## src/rtl/seq_pkg.sv

```systemverilog
// Constants shared by the 4-bit sequence detector and its downstream hit monitor.
package seq_pkg;

   localparam int SEQ_W = 4;

   localparam logic [1:0] S_IDLE = 2'd0;
   localparam logic [1:0] S_IRQ  = 2'd1;
   localparam logic [1:0] S_ACKW = 2'd2;

endpackage

```

## src/rtl/rise_edge_det.sv

```systemverilog
// Rising-edge detector: compares the input against its one-cycle registered copy.
module rise_edge_det (
   input  logic clk_i,
   input  logic rst_i,
   input  logic d_i,
   output logic rise_o
);

   logic r_d;

   always_ff @(posedge clk_i) begin
      if (rst_i) begin
         r_d <= 1'b0;
      end else begin
         r_d <= d_i;
      end
   end

   // Cleared delay register makes a level already high after reset count as an edge.
   assign rise_o = d_i & ~r_d;

endmodule

```

## src/rtl/seq_hit_monitor.sv

```systemverilog
// Counts sequence-detector hits, flags count overflow and raises an acked level interrupt.
//   state  | meaning
//   S_IDLE | no interrupt pending, waiting for IRQ_THRESH hits
//   S_IRQ  | irq_o asserted, waiting for ack_i high
//   S_ACKW | ack accepted, waiting for ack_i low to close the handshake
module seq_hit_monitor #(
   parameter int CNT_W      = 8,
   parameter int IRQ_THRESH = 1
) (
   input  logic             clk_i,
   input  logic             rst_i,
   input  logic             found_i,
   input  logic             ack_i,
   input  logic             clr_i,
   output logic             hit_pulse_o,
   output logic [CNT_W-1:0] hit_count_o,
   output logic             overflow_o,
   output logic             irq_o
);

   import seq_pkg::*;

   localparam int                PEND_W   = $clog2(IRQ_THRESH + 1);
   localparam logic [PEND_W-1:0] THRESH_P = PEND_W'(IRQ_THRESH);
   localparam logic [CNT_W-1:0]  CNT_MAX  = '1;

   generate
      if (IRQ_THRESH < 1 || IRQ_THRESH > (2**CNT_W) - 1) begin : g_bad_thresh
         $error("seq_hit_monitor: IRQ_THRESH out of range");
      end
      if (CNT_W < 2 || CNT_W > 16) begin : g_bad_cnt_w
         $error("seq_hit_monitor: CNT_W out of range");
      end
   endgenerate

   logic              w_hit;
   logic              w_ack_accept;
   logic [1:0]        r_state;
   logic [1:0]        w_state_next;
   logic [PEND_W-1:0] r_pend_cnt;
   logic [PEND_W-1:0] w_pend_next;
   logic [CNT_W-1:0]  r_hit_count;
   logic              r_overflow;
   logic              r_hit_pulse;

   rise_edge_det u_rise (
      .clk_i  (clk_i),
      .rst_i  (rst_i),
      .d_i    (found_i),
      .rise_o (w_hit)
   );

   assign w_ack_accept = (r_state == S_IRQ) && ack_i;

   // A hit in the ack cycle belongs to the next interrupt window.
   always_comb begin
      w_pend_next = r_pend_cnt;
      if (w_ack_accept) begin
         w_pend_next = PEND_W'(w_hit);
      end else if (w_hit && (r_pend_cnt < THRESH_P)) begin
         w_pend_next = r_pend_cnt + PEND_W'(1);
      end
   end

   always_comb begin
      w_state_next = r_state;
      case (r_state)
         S_IDLE:  if (w_pend_next >= THRESH_P) w_state_next = S_IRQ;
         S_IRQ:   if (ack_i)                   w_state_next = S_ACKW;
         S_ACKW:  if (!ack_i)                  w_state_next = S_IDLE;
         default: w_state_next = S_IDLE;
      endcase
   end

   always_ff @(posedge clk_i) begin
      if (rst_i) begin
         r_state     <= S_IDLE;
         r_pend_cnt  <= '0;
         r_hit_pulse <= 1'b0;
         r_hit_count <= '0;
         r_overflow  <= 1'b0;
      end else begin
         r_state     <= w_state_next;
         r_pend_cnt  <= w_pend_next;
         r_hit_pulse <= w_hit;
         if (clr_i) begin
            r_hit_count <= w_hit ? CNT_W'(1) : '0;
            r_overflow  <= 1'b0;
         end else if (w_hit) begin
            if (r_hit_count == CNT_MAX) begin
               r_overflow <= 1'b1;
            end else begin
               r_hit_count <= r_hit_count + CNT_W'(1);
            end
         end
      end
   end

   assign hit_pulse_o = r_hit_pulse;
   assign hit_count_o = r_hit_count;
   assign overflow_o  = r_overflow;
   assign irq_o       = (r_state == S_IRQ);

endmodule
```

## config.mk

```make
export PLATFORM = sky130hd
export DESIGN_NAME = seq_hit_monitor
export DESIGN_NICKNAME = d
export VERILOG_FILES = /design/src/rtl/seq_pkg.sv /design/src/rtl/rise_edge_det.sv /design/src/rtl/seq_hit_monitor.sv
export SDC_FILE = /design/constraint.sdc
export NUM_CORES = 1
export LEC_CHECK = 0
export ABC_CLOCK_PERIOD_IN_PS = 1400
export CORE_ASPECT_RATIO = 1.1
export CORE_MARGIN = 2
export CORE_UTILIZATION = 40
export CTS_CLUSTER_SIZE = 8
export DETAILED_ROUTE_END_ITERATION = 10
export PLACE_DENSITY_LB_ADDON = 0.1
export SLEW_MARGIN = 20
export SYNTH_ARGS = -nofsm -noshare
export SYNTH_HDL_FRONTEND = slang
export SYNTH_SLANG_ARGS = --single-unit
```

## constraint.sdc

```tcl
create_clock -name clk_i -period 1.4 [get_ports clk_i]
set_input_delay 0.28 -clock clk_i [delete_from_list [all_inputs] [get_ports clk_i]]
set_output_delay 0.28 -clock clk_i [all_outputs]
set_load 0.1 [all_outputs]
```

Yosys cells after proc, flatten, opt, wreduce, memory -nomap -nowiden
Cells that the tools add are included.
Word-level totals
  register bits after elaboration: 14
  output and inout bits: 11
  input bits: 5
  word-level logic and storage cells: 37
Cells by class
  add/subtract/negate cells: 2
  reductions and logical operators: 8
  equality and inequality tests: 7
  order comparisons: 2
  bitwise logic cells: 2
  mux-type cells: 10
Operators by type and width (number)
  8-bit 2-to-1 mux: 3
  8-bit by 1-bit adder with 8-bit output, second input constant: 1
  8-bit == test, second input constant: 1
  2-bit != test, second input constant: 4
  2-bit 2-to-1 mux: 3
  2-bit one-hot mux with 3 select lines: 1
  2-bit AND reduction: 2
  1-bit 2-to-1 mux: 3
  3-bit AND reduction: 1
  2-bit by 1-bit == test with 1-bit output, second input constant: 1
  2-bit == test, second input constant: 1
  1-bit logical AND: 2
  2-bit zero test: 1
  2-bit nonzero test: 1
  2-bit OR reduction: 1
  1-bit adder, second input constant: 1
  1-bit AND: 1
  1-bit >= comparator, second input constant: 1
  1-bit < comparator, second input constant: 1
  1-bit inverter: 1

Logic depth before layout (Yosys ltp)
  depth in word-level cells: 8
  gate-level depth with buffers: 5
  gate-level depth less buffers: 5

By module
Synthesis repeated with hierarchy kept, for this count alone.
Second synthesis, totals
  cell total of the unflattened synthesis: 74
  area total of the unflattened synthesis: 664.4 um^2
Modules (own cells, without submodules)
  seq_hit_monitor: seq. area each 260.2 um^2, cells each 71, instances 1, area each 616.8 um^2
  rise_edge_det: seq. area each 20.0 um^2, cells each 3, instances 1, area each 47.5 um^2

Worst setup path after synthesis
OpenSTA, ideal clock, no wires.
  path kind: reg-to-reg
  start: reg r_state[0]
  end: reg r_pend_cnt
  arrival: 2.084 ns
  cell stages (with the launch flop): 5
  clock period less this slack: 2.199 ns
  slack: -0.799 ns
  cells stage by stage: dfxtp_1 > nor2b_1 > nand2_1 > a21oi_1 > nor2_1
Between the ends
  longest elaborated chain between the ends: 3
RTL lines
  from (decl): line seq_hit_monitor.sv:38  | logic [1:0] r_state;
  from (signal assigned): line seq_hit_monitor.sv:83  | r_state <= w_state_next;
  2-bit by 1-bit == test with 1-bit output
  net irq_o: line seq_hit_monitor.sv:18  | output logic irq_o
  1-bit logical AND: line seq_hit_monitor.sv:53  | assign w_ack_accept = (r_state == S_IRQ) && ack_i;
  1-bit 2-to-1 mux: line seq_hit_monitor.sv:58  | if (w_ack_accept) begin
  to (signal assigned): line seq_hit_monitor.sv:84  | r_pend_cnt <= w_pend_next;
  to (decl): line seq_hit_monitor.sv:40  | logic [PEND_W-1:0] r_pend_cnt;
The timed path passes the listed nets, and every way through them passes these cells.
A chain may end at the register's enable or synchronous reset.

Final worst setup path
  start: reg r_hit_count[1], in the netlist hit_count_o[1]
  end: reg r_hit_count[1], in the netlist hit_count_o[1]
Between the ends
  longest elaborated chain between the ends: 4
  elaborated cells on any way between the ends: 7
  classes of those cells: add/sub: 1; eq/ne: 2; mux: 3; reduce/logical: 1
RTL lines
  from (decl): line seq_hit_monitor.sv:42  | logic [CNT_W-1:0] r_hit_count;
  from (signal assigned): line seq_hit_monitor.sv:87  | r_hit_count <= w_hit ? CNT_W'(1) : '0;
  from (signal assigned): line seq_hit_monitor.sv:93  | r_hit_count <= r_hit_count + CNT_W'(1);
  8-bit by 1-bit adder with 8-bit output: line seq_hit_monitor.sv:93
  8-bit 2-to-1 mux: line seq_hit_monitor.sv:90  | if (r_hit_count == CNT_MAX) begin
  8-bit 2-to-1 mux: line seq_hit_monitor.sv:89  | end else if (w_hit) begin
  8-bit 2-to-1 mux: line seq_hit_monitor.sv:86  | if (clr_i) begin
Parallel ways exist; a longest one is shown, timed or not. The select of a mux whose other input is x is not followed.

==> summary.txt <==
CTS
  – CTS sink cnt: 14
  – Num CTS Buffers: 3
  – Root Driver: clkbuf_4
  – Clk buf depth: 2
  – Later-pin clock latency in the skew report: 290 ps
  – Reg clk slew, reported paths: 90 ps
  – CTS tree: yes
  – H-tree depth: 1

Synth
  – Ys Warns: 0
  – Distinct cell type count after synthesis: 27
  – Count leader, synth: dfxtp_1
  – Yosys reg bits: 14
  – Post-synth EDFFs: 0
  – Biggest area consumer among synthesized cells: dfxtp_1
  – Synth top area share: 47.5%
  – Asr flop ratio synth: 0%
  – Top post-synthesis cells by area: dfxtp_1 47%, nor2_1 5.7%, o211ai_1 3.8%, a21oi_1 3.4%, mux2i_1 3.4%
  – Top cells by instance count after synthesis: 14 x dfxtp_1, 9 x nor2_1, 4 x a21oi_1, 4 x nand2_1, 3 x o211ai_1
  – Post-Syn Area: 591 sq um
  – Top FF cell, synth: dfxtp_1
  – Post-synthesis net count: 71
  – Post-Syn Area per Cell: 9.09 sq um
  – Post-Synthesis Cells: 65
  – Sequential fraction of the synthesis area: 47.5%

Power and ir drop
  – Internal: 0.637 mW
  – Sw frac: 28.2%
  – Clock power frac: 33.8%
  – PD cells: 831 mW/mm^2
  – Net Switching: 0.250 mW
  – Reg power frac: 46.3%
  – Tot Pwr: 0.887 mW
  – Leak pwr: 0.408 nW
  – Comb pwr share: 19.9%
  – Peak VDD IR: 0.567 mV

Drt
  – DR pass1 iterations: 3
  – Final ANT Viol Nets: 0
  – Initial DRC Count: 11
  – Drt via density: 5.19
  – Total Wirelength: 1430 um
  – Wire length per cell: 12.9 um
  – Vias: 576
  – # DRC: 0

Critical path
  – Crit-path max FO: 3
  – Worst path top cell family by delay: flip-flops
  – Critical path required time: 1590 ps
  – Worst Setup SP: hit_count_o[1]$_SDFFE_PP0P_
  – Setup CP Type: flop to flop
  – Critical Path Start Type: flop
  – Cells along the critical path: ha_4, nand4_1, buf_4, o21ai_2, buf_6, mux2i_1, nor2_1
  – Worst path max stage delay: 370 ps
  – Setup crit end kind: flop
  – WP buf/inv: 2
  – R2r startpoint: hit_count_o[1]$_SDFFE_PP0P_
  – Slowest CP cell: dfxtp_4
  – Worst EP arrival: 1530 ps

Finish
  – Register area: 312 sq um
  – Nets: 102
  – Final core occ: 78.1%
  – Ant. Diodes: 0
  – Design area: 0.00107 sq mm
  – Layout cell share with drive strength beyond 1: 45.3%
  – Area Growth Syn to Fin: 80.7%
  – Filler Cells Inserted: 92
  – Multi-input logic area: 343 sq um

Hold path
  – Startpoint of the worst hold path: found_i
  – HP Class: primary input to flop

Floorplanning
  – Die area: 0.00180 sq mm
  – Std cell rows: 14
  – CORE AREA: 0.00137 sq mm
  – Initial Util: 43.2%
  – Num ports: 16
  – Die X: 40.6 um
  – Die height: 44.3 um

STA
  – Clock skew: 6.61 ps
  – Max Clk Rate: 750 MHz
  – Setup violators final: 0
  – Worst-margin pin slew: 325 ps
  – Fin crit period: 1330 ps
  – Final setup TNS: 0 ps
  – Hold Vio Cnt, Final: 0
  – Crit share post-route: 95.3%
  – RSZ-0062 raised after global routing: yes
  – Slew margin rel.: 77.8%
  – Pins Over Slew Limit: 0

Global route
  – First-pass GRT wire length: 2260 um
  – GR peak layer: met2
  – GR Util met1: 21.7%
  – GR Util met3: 6.03%
  – Vias in the first global route: 539
  – Pin count of the biggest net entering global routing: 9
  – Initial antenna violation count: 0
  – Gr usage total: 18.8%
  – Grt total ovfl: 0
  – M2 GR Usage: 30.8%

Run
  – Max cap viols: 0

Placed design
  – RePlAce Congestion: 0.814
  – Port Buffers: 15
  – Area after DPL: 0.00101 sq mm
  – DP Wirelength: 1090 um

Outcome
  – Status: completed
## flip-flops by register name, indices dropped and copies added (netlist names)
signal and cells:
hit_pulse_o 1, r_pend_cnt 1, r_state 2, overflow_o 1, hit_count_o 8, u_rise.r_d 1
## path summary, 6_finish.rpt
check,depth (start not counted),end,slack [ps]
worst max-delay path,7,hit_count_o[1]$_SDFFE_PP0P_,70
worst min-delay path,2,u_rise.r_d$_SDFF_PP0_,270
worst max register to register,7,hit_count_o[1]$_SDFFE_PP0P_,70
worst min register to register,2,r_pend_cnt$_SDFF_PP0_,500
## through the flow
stage | std cells | hold WS (ps) | worst slack (ps)
finish | 111 | 266 | 66.0
global route | 111 | 270 | -46.6
CTS | 111 | 508 | 6.30
detailed placement | 107 | 488 | -280
global placement | 107 | 464 | -238
floorplan | 65 | 352 | -126
## kinds of logic (layout without fill, tap and decap cells)
| logic type | Yosys count | after routing | synth area share (%) |
|---|---|---|---|
| compound gates | 13 | 13 | 14.0 |
| xor+xnor | 3 | 3 | 4.45 |
| fa+ha+maj | 1 | 1 | 2.12 |
| buf+inv | 1 | 31 | 0.847 |
| flops | 14 | 14 | 47.5 |
| mux | 2 | 2 | 3.39 |
| simple gates | 31 | 31 | 27.8 |
## repair_timing
action | in CTS | in global routing
setup buffers | 0 | 0
resized for setup | 0 | 8
endpoints found under the setup margin | 0 | 6
hold buffers | 0 | 0
## power groups by stage
stage	clock network (mW)	logic (mW)	registers, mW
floorplan	0	0.0662	0.448
global placement	0	0.172	0.418
detailed placement	0	0.174	0.420
CTS	0.301	0.175	0.410
global route	0.324	0.184	0.413
finish	0.300	0.176	0.411
## area by class of cell
| type | instances | share of cell area [%] |
|---|---|---|
| tap | 16 | 1.88 |
| multi-input combinational | 50 | 32.1 |
| clock buffer | 4 | 3.40 |
| timing repair buffer | 27 | 33.4 |
| sequential | 14 | 29.2 |
## metal layers
layer	up-vias	part of all wire, %
met4	0	0.77
met1	267	44
met3	2	4.7
li1	296	-
met2	11	51
met5	-	0
## cell usage in the layout (no fill, tap or decap), drive strengths merged, types with 3 or more instances in the layout
master	netlist	layout
nor2	9	9
dfxtp	14	14
o211ai	3	3
clkbuf	0	4
a21oi	4	4
clkdlybuf4s50	0	3
buf	1	23
nand2	4	4
o21ai	3	3
Note: power is estimated with default switching activity, not from simulation.
